`src/rtl/bip_link_pkg.sv`:
```
// Shared types and constants for the BIP <-> uart control link.
// A frame is status, accumulator, program counter and cycle count, sent high byte first.
package bip_link_pkg;

    typedef enum logic [2:0] {
        IDLE,
        CLEAR,
        RUN,
        SEND,
        TX_WAIT
    } state_e;

    localparam logic [7:0] CMD_START_DEF  = 8'h53;
    localparam int         FRAME_LEN      = 7;
    localparam logic [2:0] LAST_IDX       = 3'(FRAME_LEN - 1);
    localparam logic [7:0] STATUS_HALT    = 8'h00;
    localparam logic [7:0] STATUS_TIMEOUT = 8'h01;

    typedef struct packed {
        logic [7:0]  status;
        logic [15:0] acc;
        logic [15:0] pc;
        logic [15:0] cyc;
    } frame_t;

    function automatic logic [7:0] frame_byte(input frame_t f, input logic [2:0] idx);
        logic [7:0] b;
        case (idx)
            3'd0:    b = f.status;
            3'd1:    b = f.acc[15:8];
            3'd2:    b = f.acc[7:0];
            3'd3:    b = f.pc[15:8];
            3'd4:    b = f.pc[7:0];
            3'd5:    b = f.cyc[15:8];
            3'd6:    b = f.cyc[7:0];
            default: b = 8'h00;
        endcase
        return b;
    endfunction

endpackage

```
`src/rtl/frame_sender.sv`:
```
// Holds a captured result frame and pushes it byte by byte through the uart transmitter.
// Handshake: start is a 1-cycle request accepted only in IDLE; done pulses on the edge the last tx_done is taken.
module frame_sender
    import bip_link_pkg::*;
(
    input  logic       clk,
    input  logic       reset,
    input  logic       start,
    input  frame_t     frame_in,
    input  logic       tx_done,
    output logic [7:0] tx_data,
    output logic       tx_start,
    output logic       done,
    output state_e     state
);

    state_e     state_q;
    state_e     state_d;
    frame_t     frame_q;
    logic [2:0] idx_q;
    logic       last_byte;

    assign last_byte = (idx_q == LAST_IDX);

    always_ff @(posedge clk or negedge reset) begin
        if (!reset) begin
            state_q <= IDLE;
        end else begin
            state_q <= state_d;
        end
    end

    always_comb begin
        state_d = state_q;
        case (state_q)
            IDLE:    if (start) state_d = SEND;
            SEND:    state_d = TX_WAIT;
            TX_WAIT: if (tx_done) state_d = last_byte ? IDLE : SEND;
            default: state_d = IDLE;
        endcase
    end

    always_comb begin
        tx_start = (state_q == SEND);
        done     = (state_q == TX_WAIT) && tx_done && last_byte;
        state    = state_q;
    end

    // tx_data comes straight from the frame regs, so it stays put for the whole byte.
    assign tx_data = frame_byte(frame_q, idx_q);

    always_ff @(posedge clk or negedge reset) begin
        if (!reset) begin
            frame_q <= '0;
            idx_q   <= '0;
        end else if (state_q == IDLE && start) begin
            frame_q <= frame_in;
            idx_q   <= '0;
        end else if (state_q == TX_WAIT && tx_done) begin
            idx_q <= last_byte ? 3'd0 : idx_q + 3'd1;
        end
    end

endmodule

```
`src/rtl/bip_uart_link.sv`:
```
// Control link: a start command clears and runs the BIP until halt or timeout,
// then the captured result frame is handed to frame_sender for transmission.
module bip_uart_link
    import bip_link_pkg::*;
#(
    parameter logic [7:0]  CMD_START  = CMD_START_DEF,
    parameter int          PC_W       = 11,
    parameter int          ACC_W      = 16,
    parameter logic [15:0] MAX_CYCLES = 16'hFFFE
) (
    input  logic             clk,
    input  logic             reset,
    input  logic [7:0]       rx_data,
    input  logic             rx_done,
    input  logic             tx_done,
    input  logic             bip_halt,
    input  logic [ACC_W-1:0] bip_acc,
    input  logic [PC_W-1:0]  bip_pc,
    output logic [7:0]       tx_data,
    output logic             tx_start,
    output logic             bip_reset,
    output logic             bip_enable,
    output logic             busy,
    output state_e           dbg_state
);

    state_e      state_q;
    state_e      state_d;
    logic [15:0] cnt_q;
    logic        run_exit;
    logic        start_frame;
    logic        send_done;
    frame_t      frame_in;
    state_e      sender_state;

    // Halt and timeout may coincide; the status below lets halt win.
    assign run_exit = bip_halt || (cnt_q == MAX_CYCLES - 16'd1);

    always_ff @(posedge clk or negedge reset) begin
        if (!reset) begin
            state_q <= IDLE;
        end else begin
            state_q <= state_d;
        end
    end

    // SEND here covers the whole frame transfer; the sender tracks SEND/TX_WAIT itself.
    always_comb begin
        state_d = state_q;
        case (state_q)
            IDLE:    if (rx_done && rx_data == CMD_START) state_d = CLEAR;
            CLEAR:   state_d = RUN;
            RUN:     if (run_exit) state_d = SEND;
            SEND:    if (send_done) state_d = IDLE;
            default: state_d = IDLE;
        endcase
    end

    always_comb begin
        bip_reset   = (state_q == CLEAR);
        bip_enable  = (state_q == RUN);
        busy        = (state_q != IDLE);
        start_frame = (state_q == RUN) && run_exit;
        dbg_state   = (state_q == SEND) ? sender_state : state_q;
    end

    always_ff @(posedge clk or negedge reset) begin
        if (!reset) begin
            cnt_q <= '0;
        end else if (state_q == CLEAR) begin
            cnt_q <= '0;
        end else if (state_q == RUN) begin
            cnt_q <= cnt_q + 16'd1;
        end
    end

    always_comb begin
        frame_in.status = bip_halt ? STATUS_HALT : STATUS_TIMEOUT;
        frame_in.acc    = 16'(bip_acc);
        frame_in.pc     = 16'(bip_pc);
        frame_in.cyc    = cnt_q + 16'd1;
    end

    frame_sender u_sender (
        .clk      (clk),
        .reset    (reset),
        .start    (start_frame),
        .frame_in (frame_in),
        .tx_done  (tx_done),
        .tx_data  (tx_data),
        .tx_start (tx_start),
        .done     (send_done),
        .state    (sender_state)
    );

endmodule

```
`config.mk`:
```
export PLATFORM = sky130hd
export DESIGN_NAME = bip_uart_link
export DESIGN_NICKNAME = d
export VERILOG_FILES = /design/src/rtl/bip_link_pkg.sv /design/src/rtl/frame_sender.sv /design/src/rtl/bip_uart_link.sv
export SDC_FILE = /design/constraint.sdc
export NUM_CORES = 1
export LEC_CHECK = 0
export BUFFER_PORTS_ARGS = -buffer_cell sky130_fd_sc_hd__buf_4
export CORE_AREA = 8 8 102 81
export CTS_CLUSTER_SIZE = 28
export DETAILED_ROUTE_END_ITERATION = 6
export DIE_AREA = 0 0 110 89
export PLACE_DENSITY = 0.86
export SLEW_MARGIN = 20
export SYNTH_ARGS = -nofsm -noshare
export SYNTH_HDL_FRONTEND = slang
export SYNTH_SLANG_ARGS = --single-unit
```
`constraint.sdc`:
```
create_clock -name clk -period 3.5 [get_ports clk]
set_input_delay 0.35 -clock clk [delete_from_list [all_inputs] [get_ports clk]]
set_output_delay 0.35 -clock clk [all_outputs]
set_load 0.02 [all_outputs]
```
==> metrics.csv <==
metric,value,unit
status,"complete, no violations",
share of layout cells above drive strength 1,28.3,%
final setup vio count,0,
global-route wire length before repair,13200,µm
internal power,2.09,mW
Crit. Startpoint,u_sender.idx_q[2],
syn avg cell area,10.9,µm²
Yosys reg bits,67,
"EDFF count, synth",0,
Yosys cell types,44,
ANT cells,0,
launching point of the worst reg2reg path,state_q[0],
drt drc,0,
Crit. End Element,primary output,
Flop pwr share,37.9,%
pin count of the biggest net entering global routing,68,
min Tclk post-route,2.63,ns
Total GRT Usage,17.5,%
PwrDens,816,nW/µm²
Net Switching,1.31,mW
Clock Tree Buf Depth,2,
Comb pwr share,43.6,%
Worst slew margin,41.2,%
DR vias,2715,
CP required,3.15,ns
crit path max fanout,23,
clock network power share,18.5,%
setup_tns,0,ns
Rows,26,
Final Max Slew Viols,0,
WL/cell,17.7,µm
Horiz. Die Dim,110,µm
Fmax,380,MHz
worst-skew pair later-pin latency,0.35,ns
Resize count post-CTS,0,
"most common cell after layout, fill and taps aside",dfrtp_1,
Via density,5.88,
GRT Residual Overflow,0,
HPWL after detailed placement,5860,µm
H-tree levels,3,
Synth Instances,324,
Synth async-reset ratio,100,%
# port buffers,54,
RSZ-0062 raised after global routing,no,
register area share after synthesis,47.4,%
initial antenna violation count,0,
height of the die,89,µm
DP Worst Slack,1.29,ns
nets,420,
DR pass1 iterations,5,
io pins,55,
crit share post-route,75.1,%
CTS tree,built,
most frequent cells in the layout,"dfrtp_1 (67), buf_4 (55), o21ai_0 (39), nand2_1 (30), mux2_4 (23)",
Synth Cell Area,3540,µm²
number of global-route vias before repair,2644,
"Data arrival, critical path",2.28,ns
core region area,6600,µm²
Post-CTS Repair Setup Buffers,0,
kind of critical path,reg -> out,
Hold Buf Count CTS,0,
Peak VDD IR,0.366,mV
CTS clock-pin slew for the worst setup and hold paths,0.07,ns
synth warn,0,
Final Hold Viols,0,
Synth Flop Type,dfrtp_1,
drt total wl,8170,µm
drt first-iter violations,199,
Worst Tran Pin Value,0.883,ns
CTS sink count,67,
Max-cap violations,0,
Final WS setup,0.870,ns
Pleak,1.93,nW
root buf cell,clkbuf_8,
worst hold path class,in -> async,
RePlAce Congestion,0.937,
Sw Ratio,38.5,%
Inserted Clock Buffers,9,
clk_skew,0.0136,ns
die area,9790,µm²
crit start category,flop,
Mapped Nets,371,
Initial Util,53.6,%
number of routed nets with antenna violations,0,
area grow syn2layout,17.7,%
-- per-stage QoR --
stage                     cell area, µm²  hold slack, ns  power (mW)  cells  util, %
after global routing                4170           0.170        3.60    462     63.1
after floorplan                     3540          0.0544        2.30    324        -
after global placement              3970           0.464        2.71    446     60.1
after detailed placement            3970           0.470        2.76    446     60.1
final                               4170           0.112        3.40    462     63.1
after CTS                           4170           0.121        3.40    462     63.1
-- registers in the layout, indices dropped and copies added, names as in the netlist --
name and flops:
u_sender.idx_q 3, state_q 2, u_sender.state 2, u_sender.frame_q 44, cnt_q 16
-- logic make-up (layout without fill, tap and decap cells) --
family | after synthesis | in the layout | share of synthesized area (%)
xor+xnor | 14 | 14 | 3.47
mux | 44 | 44 | 16.0
flops | 67 | 67 | 47.4
compound gates | 82 | 82 | 14.5
fa+ha+maj | 7 | 7 | 2.48
simple gates | 83 | 83 | 12.5
buf+inv | 27 | 81 | 3.68
-- synth_stat cells, drive strengths merged, types with 5 or more instances --
cell type | instances | area share [%]
buf | 7 | 1.6
mux2i | 13 | 3.7
a31oi | 5 | 0.88
a21oi | 5 | 0.71
ha | 7 | 2.5
a22o | 6 | 1.5
clkbuf | 10 | 1.1
and2 | 5 | 0.88
a22oi | 5 | 1.1
nor2 | 14 | 1.5
xor2 | 7 | 1.7
dfrtp | 67 | 47
nand3 | 9 | 1.3
mux2 | 31 | 12
nand2 | 30 | 3.2
inv | 10 | 1.1
o21ai | 40 | 5.8
xnor2 | 7 | 1.7
o31ai | 9 | 1.9
-- worst max-delay path, cell delays in order (launching register included) --
cell	delay (ns)
dfrtp_1	0.92
inv_1	0.19
nor2_1	0.27
a22oi_1	0.14
o221ai_1	0.23
buf_4	0.18
-- final cells by class --
type	count	area [µm²]
fillers	513	2440
multi-input cells	230	1740
flip-flops and latches	67	1680
repair buffers	55	413
clock buffers	11	141
well taps	84	105
clock inverters	5	52.6
inverters	10	37.5
-- layer usage --
| layer | share of wire, % | track usage (%) | up-vias |
|---|---|---|---|
| li1 | - | - | 1265 |
| met1 | 44 | 23.1 | 1322 |
| met2 | 46 | 26.6 | 114 |
| met3 | 8.9 | 5.76 | 14 |
| met4 | 1.4 | 5.26 | 0 |
| met5 | 0 | 0 | - |
-- power groups by stage --
stage	logic [mW]	clock network, mW	registers (mW)
final	1.48	0.629	1.29
after global routing	1.60	0.675	1.32
after detailed placement	1.47	0	1.30
after CTS	1.48	0.644	1.28
after global placement	1.42	0	1.29
after floorplan	1.14	0	1.16
-- path summary, 6_finish.rpt --
| check | slack, ns | end | cells past startpoint |
|---|---|---|---|
| max | 0.87 | tx_data[2] | 5 |
| min reg2reg | 0.49 | u_sender.frame_q[12] | 2 |
| max in group asynchronous | 2.86 | u_sender.frame_q[3] | 1 |
| min | 0.11 | u_sender.frame_q[45] | 1 |
| max reg2reg | 1.33 | u_sender.frame_q[32] | 6 |
| min in group clk | 0.23 | u_sender.frame_q[42] | 2 |
(Power assumes the default switching activity.)
